--- src/rtl/memory_bus_controller.sv ---
// Single-master bus controller: decodes a processor request onto one of
// SLAVES channels, waits for that slave's ack or a timeout, then responds.
module memory_bus_controller #(
    parameter int                          DATA_SIZE = 64,
    parameter int                          ADDR_SIZE = 64,
    parameter int                          SLAVES    = 4,
    parameter logic [SLAVES*ADDR_SIZE-1:0] BASE      = '0,
    parameter logic [SLAVES*ADDR_SIZE-1:0] MASK      = '0,
    parameter int                          TIMEOUT   = 255
) (
    input  logic                        clock,
    input  logic                        reset,
    input  logic                        mem_rd_en,
    input  logic                        mem_wr_en,
    input  logic [DATA_SIZE/8-1:0]      mem_byte_en,
    input  logic [ADDR_SIZE-1:0]        mem_addr,
    input  logic [DATA_SIZE-1:0]        wr_data,
    output logic [DATA_SIZE-1:0]        rd_data,
    output logic                        mem_busy,
    output logic                        mem_ack,
    output logic                        mem_err,
    output logic [SLAVES-1:0]           slv_en,
    output logic                        slv_rd_en,
    output logic                        slv_wr_en,
    output logic [DATA_SIZE/8-1:0]      slv_byte_en,
    output logic [ADDR_SIZE-1:0]        slv_addr,
    output logic [DATA_SIZE-1:0]        slv_wr_data,
    input  logic [SLAVES*DATA_SIZE-1:0] slv_rd_data,
    input  logic [SLAVES-1:0]           slv_ack
);

    localparam int BE_W = DATA_SIZE / 8;
    localparam int SW   = (SLAVES > 1) ? $clog2(SLAVES) : 1;
    localparam int CW   = (TIMEOUT > 1) ? $clog2(TIMEOUT + 1) : 1;

    typedef enum logic [1:0] {
        IDLE,
        ACCESS,
        RESP,
        ERROR
    } state_e;

    state_e               state_q, state_d;
    logic [ADDR_SIZE-1:0] addr_q, addr_d;
    logic [DATA_SIZE-1:0] wdata_q, wdata_d;
    logic [BE_W-1:0]      be_q, be_d;
    logic                 wr_q, wr_d;
    logic [SW-1:0]        sel_q, sel_d;
    logic [CW-1:0]        cnt_q, cnt_d;
    logic [DATA_SIZE-1:0] rdata_q, rdata_d;

    logic                 hit;
    logic [SW-1:0]        hit_idx;
    logic [ADDR_SIZE-1:0] sel_mask;
    logic [DATA_SIZE-1:0] sel_rdata;
    logic [DATA_SIZE-1:0] be_mask;
    logic                 sel_ack;
    logic                 expired;
    logic                 in_access;

    // Descending scan so the lowest matching index is the last one written.
    always_comb begin
        hit     = 1'b0;
        hit_idx = '0;
        for (int i = SLAVES - 1; i >= 0; i--) begin
            if ((mem_addr & MASK[i*ADDR_SIZE +: ADDR_SIZE])
                == BASE[i*ADDR_SIZE +: ADDR_SIZE]) begin
                hit     = 1'b1;
                hit_idx = SW'(i);
            end
        end
    end

    always_comb begin
        sel_mask  = '0;
        sel_rdata = '0;
        sel_ack   = 1'b0;
        for (int i = 0; i < SLAVES; i++) begin
            if (sel_q == SW'(i)) begin
                sel_mask  = MASK[i*ADDR_SIZE +: ADDR_SIZE];
                sel_rdata = slv_rd_data[i*DATA_SIZE +: DATA_SIZE];
                sel_ack   = slv_ack[i];
            end
        end
    end

    always_comb begin
        be_mask = '0;
        for (int b = 0; b < BE_W; b++) begin
            be_mask[b*8 +: 8] = {8{be_q[b]}};
        end
    end

    assign expired = (TIMEOUT != 0) && (cnt_q == CW'(TIMEOUT - 1));

    always_comb begin
        state_d = state_q;
        addr_d  = addr_q;
        wdata_d = wdata_q;
        be_d    = be_q;
        wr_d    = wr_q;
        sel_d   = sel_q;
        cnt_d   = cnt_q;
        rdata_d = rdata_q;
        unique case (state_q)
            IDLE: begin
                if (mem_rd_en && mem_wr_en) begin
                    state_d = ERROR;
                    rdata_d = '0;
                end else if (mem_rd_en || mem_wr_en) begin
                    addr_d  = mem_addr;
                    wdata_d = wr_data;
                    be_d    = mem_byte_en;
                    wr_d    = mem_wr_en;
                    sel_d   = hit_idx;
                    cnt_d   = '0;
                    if (hit) begin
                        state_d = ACCESS;
                    end else begin
                        state_d = ERROR;
                        rdata_d = '0;
                    end
                end
            end
            ACCESS: begin
                // A late ack beats an expiring count in the same cycle.
                if (sel_ack) begin
                    state_d = RESP;
                    if (!wr_q) begin
                        rdata_d = sel_rdata & be_mask;
                    end
                end else if (expired) begin
                    state_d = ERROR;
                    rdata_d = '0;
                end else begin
                    cnt_d = cnt_q + CW'(1);
                end
            end
            RESP:    state_d = IDLE;
            ERROR:   state_d = IDLE;
            default: state_d = IDLE;
        endcase
    end

    always_ff @(posedge clock or posedge reset) begin
        if (reset) begin
            state_q <= IDLE;
            addr_q  <= '0;
            wdata_q <= '0;
            be_q    <= '0;
            wr_q    <= 1'b0;
            sel_q   <= '0;
            cnt_q   <= '0;
            rdata_q <= '0;
        end else begin
            state_q <= state_d;
            addr_q  <= addr_d;
            wdata_q <= wdata_d;
            be_q    <= be_d;
            wr_q    <= wr_d;
            sel_q   <= sel_d;
            cnt_q   <= cnt_d;
            rdata_q <= rdata_d;
        end
    end

    // Slave-side outputs are gated by state so reset drops them at once.
    assign in_access   = (state_q == ACCESS);
    assign mem_busy    = in_access;
    assign mem_ack     = (state_q == RESP) || (state_q == ERROR);
    assign mem_err     = (state_q == ERROR);
    assign slv_en      = in_access ? (SLAVES'(1) << sel_q) : '0;
    assign slv_rd_en   = in_access && !wr_q;
    assign slv_wr_en   = in_access && wr_q;
    assign slv_byte_en = in_access ? be_q : '0;
    assign slv_addr    = in_access ? (addr_q & ~sel_mask) : '0;
    assign slv_wr_data = in_access ? wdata_q : '0;
    assign rd_data     = rdata_q;

endmodule

--- config.mk ---
export PLATFORM = sky130hd
export DESIGN_NAME = memory_bus_controller
export DESIGN_NICKNAME = d
export VERILOG_FILES = /design/src/rtl/memory_bus_controller.sv
export SDC_FILE = /design/constraint.sdc
export NUM_CORES = 1
export LEC_CHECK = 0
export CAP_MARGIN = 20
export CORE_AREA = 2 2 238 240
export CTS_BUF_LIST = sky130_fd_sc_hd__clkbuf_8
export DETAILED_ROUTE_END_ITERATION = 8
export DIE_AREA = 0 0 240 242
export PLACE_DENSITY = 0.5
export SYNTH_ARGS = -nofsm -noshare
export SYNTH_HDL_FRONTEND = slang
export SYNTH_SLANG_ARGS = --single-unit
--- constraint.sdc ---
create_clock -name clock -period 7.9 [get_ports clock]
set_input_delay 0.79 -clock clock [delete_from_list [all_inputs] [get_ports clock]]
set_output_delay 0.79 -clock clock [all_outputs]
set_load 0.005 [all_outputs]
==> metrics.md <==
| Metric | Value |
|---|---|
| Total congestion overflow | 0 |
| Post-DP HPWL | about 23000 um |
| Synth Register Bits | approximately 210 |
| Chip height | 242 um |
| Post-CTS setup buffers | 0 |
| Placer congestion estimate | between 0.7 and 0.8 |
| Fmax | ~240 MHz |
| Max FO, Critical Path | 90 |
| Slew Limit Fails | 0 |
| Worst-Skew Late Latency | around 0.58 ns |
| Ports | between 600 and 700 |
| Maximum vdd drop | roughly 0.14 mV |
| Synth unique cells | 42 |
| Drt first pass iters | 4 |
| Slew HR | 0.344 |
| Post-Syn Area per Cell | a little under 9 um^2 |
| CTS Hold Buffers Added | 0 |
| Power per cell area | about 320 nW/um^2 |
| Least-Margin Pin Slew | between 0.9 and 1 ns |
| CTS tree | built |
| Post-synth top cells | 477 x nand2_1, 211 x dfrtp_1, 138 x and2_1, 66 x inv_1, 64 x mux2i_1 |
| Port buffer count | ~400 |
| Mapped Cells | ~1100 |
| RSZ-0062 raised after global routing | no |
| Layout cells sized above 1 | 0.0538 |
| GRT Resource Usage Total | 0.110 |
| Synthesized area | a little under 10000 um^2 |
| Fin crit period | 4.20 ns |
| H-tree levels | 2 |
| Worst EP arrival | about 3.4 ns |
| Dominant cell type by area after synthesis | dfrtp_1 |
| Register cell area after layout | 5280 um^2 |
| Max Root-Sink Buffers | 3 |
| Hold Violations, Final | 0 |
| Setup violators final | 0 |
| WS Path Type | reg2out |
| Synth warn | 0 |
| Req. time, crit path | about 7.1 ns |
| Initial antenna violation count | 3 |
| Num Clock Sinks | about 210 |
| Number of fill cells | around 6000 |
| Share of Yosys cell area claimed by the top area cell type | 0.547 |
| Post-layout net count | between 1500 and 2000 |
| Largest net degree at the start of global routing | between 90 and 100 |
| Antenna-violating nets left | 0 |
| Avg WL per Cell | approximately 14 um |
| Via count | around 8400 |
| # rows | 87 |
| Sequential element share of the synthesized area | 0.547 |
| # resized after CTS | 0 |
| Die width | 240 um |
| Reg2Reg Setup Slack | 5.07 ns |
| Total CTS buffers | 45 |
| Die area | 58100 um^2 |
| Hold WC Path Type | reg2reg |
| Post-synth EDFFs | 0 |
| Fraction of registers with async set/reset | 1.00 |
| Top-count cell post-synth | nand2_1 |
| Startpoint types | register |
| Vias in the first global route | around 8600 |
| Detailed Route WL | between 30000 and 40000 um |
| Run status | completed |
| DRT iter0 DRCs | 171 |
| Worst setup margin | 3.70 ns |
| Area occupied by multi-input gates | 3730 um^2 |
| Worst setup EP type | output port |
| Max-cap violations | 0 |
| Ys flop type | dfrtp_1 |
| Residual DRC count | 0 |
| Root Buffer | clkbuf_8 |
| Post-route setup TNS | 0 ns |
| First-pass GRT wire length | approximately 50000 um |
| Post-route clock skew | ~0.017 ns |
| Core Box Area | 55700 um^2 |
| Initial core utilization | 0.173 |
| Fin crit share | 0.531 |
| Drt via density | 3.69 |
| Leading post-synthesis cells by cell area | dfrtp_1 55%, nand2_1 19%, and2_1 8.9% |
| CTS clk-pin slew, worst paths | 0.06 ns |
| Area Overhead vs Synth | 57.9% |
| Leakage power total | between 7 and 8 nW |
| Placement Setup Slack | approximately 4 ns |
[layout by cell type, fill, tap and decap left out, types with 3 or more instances in the layout]
cell type          n
a21oi_1            4
conb_1             3
clkbuf_8          57
dfrtp_1          211
inv_1             76
nor3_1             3
nand2_1          477
and2_1           138
clkdlybuf4s50_1  410
nor2_1             3
nand2b_1           4
mux2i_1           64
and3_1            10
buf_4              8
clkinv_2           3
nand3_1            3
[routing by layer]
metal / GRT usage / vias up / wire length (um)
met5: 0 / - / 23
met3: 0.0567 / 62 / 4090
met4: 0.0391 / 4 / 840
met1: 0.136 / 3886 / 13900
li1: - / 4068 / -
met2: 0.163 / 335 / 13700
[cells by family after synthesis]
kind of cell,share of synthesized area
compound gates,0.0157
xor+xnor,0.00272
fa+ha+maj,0.00259
buf+inv,0.0696
flops,0.547
mux,0.0675
other cells,0.000388
simple gates,0.294
[flip-flops by register name, indices dropped and copies added (netlist names)]
signal,cells
addr_q,64
be_q,8
cnt_q,8
rd_data,64
state_q,2
wdata_q,64
wr_q,1
[cell type report]
class / instances / share of cell area
clock buffer: 57 / 0.0515
multi-input combinational: 735 / 0.244
antenna: 1 / 0.000164
sequential: 211 / 0.346
clock inverter: 17 / 0.00525
timing repair buffer: 418 / 0.273
tap: 756 / 0.0620
inverter: 67 / 0.0172
[path summary, 6_finish.rpt]
path	cells past startpoint	endpoint	from
max	5	slv_addr[20]	state_q[1]$_DFFE_PP0P_
min	2	wdata_q[53]$_DFFE_PP0P_	wdata_q[53]$_DFFE_PP0P_
max reg2reg	6	rd_data[27]$_DFFE_PP0P_	state_q[1]$_DFFE_PP0P_
min reg2reg	2	wdata_q[53]$_DFFE_PP0P_	wdata_q[53]$_DFFE_PP0P_
max in group asynchronous	3	wdata_q[11]$_DFFE_PP0P_	reset
min in group asynchronous	2	rd_data[26]$_DFFE_PP0P_	reset
[power by group]
| part | total (mW) | internal [mW] | switching (mW) |
|---|---|---|---|
| sequential | 1.72 | 1.50 | 0.220 |
| clock | 1.15 | 0.640 | 0.509 |
| combinational | 2.02 | 1.05 | 0.977 |
| total | 4.89 | 3.19 | 1.71 |
[worst max-delay path: stages (launching register included)]
cell             delay, ns
dfrtp_1               0.48
nand2b_2              0.33
inv_4                 0.39
buf_4                 0.73
and2_1                0.24
clkdlybuf4s50_1       0.54
[metrics by stage]
stage / cell area [um^2] / total power, mW / utilization / hold slack (ns) / instances
floorplan: 9660 / 2.80 / - / 0.437 / 1081
global placement: 14400 / 3.79 / 0.258 / 0.449 / 2187
CTS: 15200 / 5.04 / 0.274 / 0.467 / 2261
finish: 15200 / 4.89 / 0.274 / 0.460 / 2262
detailed placement: 14400 / 3.82 / 0.258 / 0.454 / 2187
global route: 15200 / 5.32 / 0.274 / 0.478 / 2261
Note: power is estimated with default switching activity, not from simulation.
